--- src/rtl/pc_fetch_unit.sv ---
// rtl/pc_fetch_unit.sv - program counter / instruction fetch stage feeding the external sumador (optional: PC_ALIGN_CHECK_EN)
module pc_fetch_unit #(
   parameter int unsigned      WIDTH    = 16,
   parameter int unsigned      INC      = 4,
   parameter logic [WIDTH-1:0] RESET_PC = '0
) (
   input  logic             clk,
   input  logic             rst_n,
   input  logic             stall,
   input  logic             branch_taken,
   input  logic [WIDTH-1:0] branch_target,
   input  logic [WIDTH-1:0] add_c,
   output logic [WIDTH-1:0] add_a,
   output logic [WIDTH-1:0] add_b,
   output logic [WIDTH-1:0] pc,
   output logic             imem_req,
   input  logic             imem_ready,
   output logic             fetch_valid,
   output logic [WIDTH-1:0] fetch_pc
`ifdef PC_ALIGN_CHECK_EN
   ,
   output logic             misalign
`endif
);

   typedef enum logic [1:0] {
      S_IDLE = 2'd0,
      S_REQ  = 2'd1,
      S_HOLD = 2'd2
   } state_t;

   state_t           state, state_next;
   logic [WIDTH-1:0] pc_next;
   logic             br_pend, br_pend_next;
   logic [WIDTH-1:0] br_tgt, br_tgt_next;
   logic             fv_next;
   logic [WIDTH-1:0] fpc_next;
   logic             tgt_load;

   // The sumador computes pc + INC outside this block
   assign add_a = pc;
   assign add_b = WIDTH'(INC);

   // Next-state, next-pc and handshake decode
   always_comb begin
      state_next   = state;
      pc_next      = pc;
      br_pend_next = br_pend;
      br_tgt_next  = br_tgt;
      fv_next      = 1'b0;
      fpc_next     = fetch_pc;
      tgt_load     = 1'b0;
      imem_req     = 1'b0;
      case (state)
         S_IDLE, S_HOLD: begin
            // Redirects are honoured even while stalled
            if (branch_taken) begin
               pc_next  = branch_target;
               tgt_load = 1'b1;
            end
            if (!stall) state_next = S_REQ;
         end
         S_REQ: begin
            imem_req = 1'b1;
            if (imem_ready) begin
               fpc_next     = pc;
               br_pend_next = 1'b0;
               if (branch_taken) begin
                  pc_next  = branch_target;
                  tgt_load = 1'b1;
               end else if (br_pend) begin
                  pc_next  = br_tgt;
                  tgt_load = 1'b1;
               end else begin
                  pc_next = add_c;
                  fv_next = 1'b1;
               end
               if (stall) state_next = S_HOLD;
            end else if (branch_taken) begin
               // pc must stay put until the request is accepted; remember the redirect
               br_pend_next = 1'b1;
               br_tgt_next  = branch_target;
            end
         end
         default: state_next = S_IDLE;
      endcase
   end

   // State and datapath registers
   always_ff @(posedge clk or negedge rst_n) begin
      if (!rst_n) begin
         state       <= S_IDLE;
         pc          <= RESET_PC;
         br_pend     <= 1'b0;
         br_tgt      <= '0;
         fetch_valid <= 1'b0;
         fetch_pc    <= '0;
      end else begin
         state       <= state_next;
         pc          <= pc_next;
         br_pend     <= br_pend_next;
         br_tgt      <= br_tgt_next;
         fetch_valid <= fv_next;
         fetch_pc    <= fpc_next;
      end
   end

`ifdef PC_ALIGN_CHECK_EN
   // Sticky flag: any redirect target that is not word aligned
   always_ff @(posedge clk or negedge rst_n) begin
      if (!rst_n) misalign <= 1'b0;
      else if (tgt_load && (pc_next[1:0] != 2'b00)) misalign <= 1'b1;
   end
`else
   logic unused_tgt_load;
   assign unused_tgt_load = tgt_load;
`endif

endmodule

--- config.mk ---
export PLATFORM = sky130hd
export DESIGN_NAME = pc_fetch_unit
export DESIGN_NICKNAME = d
export VERILOG_FILES = /design/src/rtl/pc_fetch_unit.sv
export SDC_FILE = /design/constraint.sdc
export NUM_CORES = 1
export LEC_CHECK = 0
export CORE_AREA = 2 2 85 87
export DETAILED_ROUTE_END_ITERATION = 16
export DIE_AREA = 0 0 87 89
export PLACE_DENSITY_LB_ADDON = 0.25
export RECOVER_POWER = 100
export SYNTH_ARGS = -nofsm -noshare
export SYNTH_HDL_FRONTEND = slang
export SYNTH_SLANG_ARGS = --single-unit
--- constraint.sdc ---
create_clock -name clk -period 4.69 [get_ports clk]
set_input_delay 0.469 -clock clk [delete_from_list [all_inputs] [get_ports clk]]
set_output_delay 0.469 -clock clk [all_outputs]
set_load 0.02 [all_outputs]
# After elaboration in Yosys (flattened, before gate mapping)
# Cells that the tools add are included.
# op_classes
n_eq_ne	6
muxes	16
n_bitwise	1
n_reduce_logical	9
# op_table
cell	count
two-way mux 16 bit	4
case mux 16 bit (2 select lines)	1
AND reduction 3 bit	3
inequality test 2 bit (second input constant)	4
two-way mux 1 bit	7
two-way mux 2 bit	3
case mux 2 bit (2 select lines)	1
AND reduction 2 bit	2
nonzero test 2 bit	2
== test 2 x 1 -> 1 bit (second input constant)	1
== test 2 bit (second input constant)	1
zero test 2 bit	1
OR reduction 2 bit	1
NOT 1 bit	1
# totals
ff_bits	52
in_bits	37
output_inout_bits	66

# Depth between registers and ports, before layout
# Gate-level depths: netlist of the first run.
# depth
ltp_word	4
depth_mapped	5
ltp_nobuf	3

# Least setup slack after synthesis of the first run
# OpenSTA, ideal clock, no wires.
# synth_timing
path_kind	reg2reg
startpoint	register state[1]
endpoint	register br_tgt[10]
arrival_time_ps	1645
t_required_ps	4565
slack_ps	2920
stages_incl_launch_ff	5
path_buffers	1
cell_sequence	dfrtp_1 and2b_1 nor3b_4 buf_12 mux2_4
# synth_via
elab_chain_len	2
# synth_lines
item	line_no	text
from (decl)	32	state_t state, state_next;
from (signal assigned)	99	state <= state_next;
== test 2 x 1 -> 1 bit	54	case (state)
AND reduction 3 bit (no source line)	-	
to (signal assigned)	102	br_tgt <= br_tgt_next;
to (decl)	35	logic [WIDTH-1:0] br_tgt, br_tgt_next;
# No other way between the ends.
# A chain may end at the register's enable or synchronous reset.

==> results of run 1 <==
## power by group
group	total, mW	internal (mW)	switching [mW]	leakage (nW)
Clock	0.307	0.159	0.148	0.0552
Combinational	0.736	0.391	0.345	0.781
Sequential	0.695	0.595	0.100	0.616
## area by class of cell
cell class | instances | share of cell area (%)
clock buffer | 6 | 2.10
clock inverter | 2 | 1.01
multi-input combinational | 108 | 31.2
inverter | 1 | 0.109
sequential | 52 | 37.7
tap | 80 | 2.90
timing repair buffer | 88 | 25.0
## metrics by stage
stage	util, %	power [mW]	instance area, µm²	std cells
floorplan	-	1.21	2730	200
global placement	50.4	1.52	3380	329
detailed placement	50.4	1.53	3380	329
CTS	52.0	1.85	3490	337
global route	51.4	1.85	3450	337
finish	51.4	1.74	3450	337
## placed cells by master (no fill, tap or decap)
cell and instances:
conb_1 16, clkdlybuf4s50_1 33, bufinv_16 1, a21oi_1 2, dfrtp_1 52, a22oi_1 1, buf_2 1, and2b_1 1
a21boi_0 1, clkinv_2 1, mux2_1 8, clkbuf_1 3, mux2_2 70, mux2_4 2, and3b_1 1, nor3b_4 2
o21ai_2 1, nand2b_1 1, inv_1 1, dlygate4sd3_1 52, clkbuf_8 5, or2b_1 1, nand3b_1 1
## metal layers
layer  vias up  GRT usage [%]  wire [µm]
met3         7           4.16        297
met2        54           23.4       2600
met1       784           18.7       2330
li1        738              -          -
met4         0           4.69         72
met5         -              0          0
## synthesized netlist by cell type
cell type	number	area [µm²]
buf_6	3	33.8
nand2b_1	1	6.26
conb_1	2	7.51
nor3b_4	2	37.5
inv_1	1	3.75
nand3b_1	1	7.51
a21boi_0	1	7.51
o21ai_2	1	8.76
and2b_1	1	7.51
mux2_4	10	150
a22oi_1	1	7.51
buf_4	34	255
or2b_1	1	7.51
mux2_2	70	788
buf_2	1	5.00
dfrtp_1	52	1300
and3b_1	1	8.76
a21oi_1	2	10.0
buf_12	1	20.0
## final timing paths
check	from	end	slack, ps	depth (start not counted)
max in group clk	branch_taken	add_a[1]	2300	4
min in group asynchronous	rst_n	fetch_pc[5]	1130	2
min	br_tgt[5]	br_tgt[5]	490	1
max	rst_n	br_pend	1990	2
max reg2reg	state[0]	add_a[1]	2620	3
min reg2reg	br_tgt[5]	br_tgt[5]	490	1
## registers in the layout, summed over array words and instances, names as in the netlist
name / flops
add_a: 16
br_pend: 1
br_tgt: 16
fetch_pc: 16
fetch_valid: 1
state: 2
## cells by family after synthesis
group	Yosys count
other	2
buffers and inverters	40
AO/OA/AOI/OAI	5
AND/OR/NAND/NOR	7
multiplexers	80
flip-flops	52
==> summary.txt, run 1 <==
Setup path
  – Max stage delay on crit path: 1950 ps
  – Worst Path Arrival: 2530 ps
  – Worst EP required: 4520 ps
  – Worst-path fanout max: 52
  – Type of origin of the critical path: input port
  – Slowest CP cell: clkbuf_1
  – Crit end category: async pin
  – Crit path cell chain: buf_2 > clkbuf_1
  – Worst Setup Path Type: input port to async pin
  – CP delay by family, top: buffers and inverters
  – CP Buf/Inv Count: 2

STA
  – F_max: 371 MHz
  – Final Critical Period: 2700 ps
  – Worst-Margin Slew: 2770 ps
  – Rel. slew slack: -84.9%
  – RSZ-0062 raised after global routing: no
  – Final Hold Fails: 0
  – Final WS setup: 1990 ps
  – Final setup fails: 0
  – Slew Viols, Final: 53
  – Crit share post-route: 57.5%
  – Clock Skew: 4.77 ps
  – WHS: 493 ps
  – Setup tns final: 0 ps

Final layout
  – Storage element area: 0.00130 mm²
  – Layout cells sized above 1: 32.3%
  – # nets final: 293
  – Fill cell count: 604
  – N_diodes: 0
  – Layout area overhead: 29.2%
  – Area of the multi-input gates: 0.00108 mm²

Placement
  – # port buffers: 86
  – Final HPWL DP: 3580 µm
  – Gpl congestion: 0.730
  – Setup WS pre-CTS: 2040 ps

CTS
  – CTS resizes: 0
  – CTS tree: yes
  – Clk buf depth: 2
  – Setup Buffers After CTS: 0
  – Clock sinks: 52
  – Worst-path clk slew: 90 ps
  – H-tree depth: 2
  – CTS Root Cell: clkbuf_8
  – Cts bufs inserted: 5
  – Hold-fix buffers at CTS: 0
  – Clock latency on the worst-skew pair: 300 ps

Synthesis
  – Post-synthesis xor/xnor area fraction: 0%
  – Post-Synthesis Cells: 186
  – Synth warn: 0
  – Largest family of logic cells by synthesized area: multiplexers
  – Netlist cell types: 19
  – Simple-gate share of the synthesized area: 2.81%
  – Synth Area in Compound Gates: 1.26%
  – Avg Inst Size Synth: 14.4 µm²
  – #FFs+latches synth: 52
  – Fraction of synthesized area in multiplexers: 35.1%
  – Cell area after synthesis: 0.00267 mm²
  – Sequential area share after synthesis: 48.7%
  – Adder-cell share of the synthesized area: 0%

Detailed routing
  – Routed WL per cell: 15.7 µm
  – Post-DRT Antenna Nets: 0
  – # DRC: 0
  – DRT Wirelength: 5300 µm
  – Via count: 1,583
  – First DRT Iteration DRCs: 54
  – Pre-Repair DR Iteration Count: 3
  – Detailed-route vias per instance: 4.70

Floorplan
  – I/O pins: 103
  – Initial Utilization: 39.8%
  – Cell Rows: 30
  – Die ar.: 0.00774 mm²
  – Die Y: 89 µm
  – Die X: 87 µm
  – Core area: 0.00672 mm²

Status
  – Status: complete, but fails checks
  – Failing checks: capacitance limit, slew limit

Global routing
  – All-layer global routing usage: 14.4%
  – Initial antenna violation count: 0
  – Grt ovf: 0
  – First-pass GRT wire length: 8420 µm
  – Number of global-route vias before repair: 1,626
  – Pin count of the biggest net entering global routing: 53

Power and ir drop
  – Pwr/cell area: 503 mW/mm²
  – P_leak: 1.45 nW
  – Peak supply drop: 0.198 mV

Hold path
  – Worst Hold Class: flop to flop

Run
  – Max-cap violations: 1
Power figures use the tool's default switching activity.
==> inputs of run 2 (changes only) <==
- clock period: 4.69 -> 2.8 ns (I/O delays scaled with it)
==> run 2 against run 1 <==
Effect of this change: sequential power rose by 68%; highest routed layer unchanged; die area is the same; cell count rose by 1.8%; critical path depth grew 2; first-iteration DRC count fell by 17%; the flow still finishes with violations (capacitance limit, slew limit); core utilization is 0.54 points higher; critical endpoint is now fetch_pc[8]; non-clock buffer count grew 6; count of clock-buffer cells in the layout is 1 lower; clock skew barely moved; critical path type is now input port to flop.
==> summary.txt, run 2 (synthesized netlist as in run 1, its figures left out) <==
CTS
  – CTS Root Cell: clkbuf_8
  – Hold-fix buffers at CTS: 0
  – Worst-path clk slew: 90 ps
  – Clk buf depth: 2
  – Cts bufs inserted: 5
  – Clock latency on the worst-skew pair: 310 ps
  – Setup Buffers After CTS: 0
  – H-tree depth: 2
  – CTS tree: yes
  – Clock sinks: 52
  – CTS resizes: 0

Placement
  – # port buffers: 86
  – Gpl congestion: 0.693
  – Final HPWL DP: 3890 µm
  – Area after DPL: 0.00343 mm²

Setup path
  – CP Buf/Inv Count: 2
  – Crit end category: flop
  – Worst Setup Path Type: input port to flop
  – CP delay by family, top: buffers and inverters
  – Worst-path fanout max: 17
  – Worst EP required: 3000 ps
  – Worst Path Arrival: 2300 ps
  – Slowest CP cell: clkbuf_1
  – Max stage delay on crit path: 800 ps
  – Type of origin of the critical path: input port
  – Crit path cell chain: dlygate4sd3_1 > nand3b_1 > clkbuf_1 > mux2_2

Floorplan
  – Cell Rows: 30
  – I/O pins: 103
  – Die X: 87 µm
  – Core area: 0.00672 mm²
  – Die Y: 89 µm
  – Initial Utilization: 39.8%
  – Die ar.: 0.00774 mm²

Power and ir drop
  – Peak supply drop: 0.355 mV
  – P_leak: 1.47 nW
  – Pwr/cell area: 839 mW/mm²

STA
  – Slew Viols, Final: 35
  – Setup tns final: 0 ps
  – Final setup fails: 0
  – Crit share post-route: 75.3%
  – F_max: 474 MHz
  – Final Critical Period: 2110 ps
  – Clock Skew: 5.05 ps
  – RSZ-0062 raised after global routing: no
  – Rel. slew slack: -21.6%
  – Worst-Margin Slew: 1820 ps
  – Final Hold Fails: 0

Final layout
  – Layout area overhead: 30.5%
  – # nets final: 299
  – Leading cell type in the layout, fill and taps excluded: mux2_2
  – Final instance area: 0.00349 mm²
  – Fill cell count: 601
  – N_diodes: 0
  – Layout cells sized above 1: 32.7%
  – Storage element area: 0.00130 mm²
  – Area of the multi-input gates: 0.00108 mm²
  – Most frequent cells in the layout: mux2_2 (70), dfrtp_1 (52), dlygate4sd3_1 (51)

Status
  – Status: complete, but fails checks
  – Failing checks: capacitance limit, slew limit

Detailed routing
  – Post-DRT Antenna Nets: 0
  – First DRT Iteration DRCs: 45
  – DRT Wirelength: 5290 µm
  – Metal-1 WL: 2390 µm
  – Detailed-route vias per instance: 4.63
  – Pre-Repair DR Iteration Count: 4
  – Met2 wire length: 2530 µm
  – Routed WL per cell: 15.4 µm
  – Via count: 1,587
  – # DRC: 0
  – Routed wl met3: 278 µm
  – Top layer in use: met4

Global routing
  – First-pass GRT wire length: 8470 µm
  – Initial antenna violation count: 0
  – All-layer global routing usage: 14.4%
  – Number of global-route vias before repair: 1,658
  – Pin count of the biggest net entering global routing: 35
  – Grt ovf: 0

Run
  – Max-cap violations: 1

Hold path
  – Worst Hold Class: input port to async pin
## run 2: power breakdown
part           internal [mW]  total (mW)  leakage [nW]  switching, mW
Sequential             0.997        1.17         0.616          0.172
Clock                  0.265       0.517        0.0541          0.252
Combinational          0.663        1.24         0.796          0.581
## run 2: metal layers
layer | global-route usage [%] | vias up
met5 | 0 | -
met4 | 5.40 | 0
met3 | 3.79 | 8
met2 | 22.3 | 56
met1 | 19.4 | 777
li1 | - | 746
## run 2: worst register-to-register path, cell delays in order, from the launching register on
cell and delay, ps:
dfrtp_1 450, nor3b_4 470, clkbuf_1 400, mux2_2 380
mux2_2 260
## run 2: path summary, 6_finish.rpt
path	from	end	slack, ps	depth (start not counted)
worst min-delay path	rst_n	fetch_pc[6]	460	1
min in group clk	br_tgt[5]	br_tgt[5]	490	1
max in group asynchronous	rst_n	add_a[3]	1110	2
worst max register to register	state[0]	add_a[1]	720	4
worst min register to register	br_tgt[5]	br_tgt[5]	490	1
worst max-delay path	imem_ready	fetch_pc[8]	690	4
## run 2: final cells by class
type / count / area share [%]
inverters: 1 / 0.108
clock inverters: 3 / 1.22
clock buffers: 5 / 1.97
multi-input cells: 108 / 31.0
flip-flops and latches: 52 / 37.3
repair buffers: 94 / 25.6
well taps: 80 / 2.87
## run 2: per-stage QoR
step                utilization [%]  hold WS (ps)  total power, mW  setup slack, ps  instances
finish                         51.9           457             2.93              692        343
global route                   51.9           513             3.11              533        343
CTS                            52.7          70.3             3.11              861        343
detailed placement             51.0           409             2.58              577        335
global placement               51.0           404             2.56              589        335
floorplan                         -         -15.6             2.03             1030        200
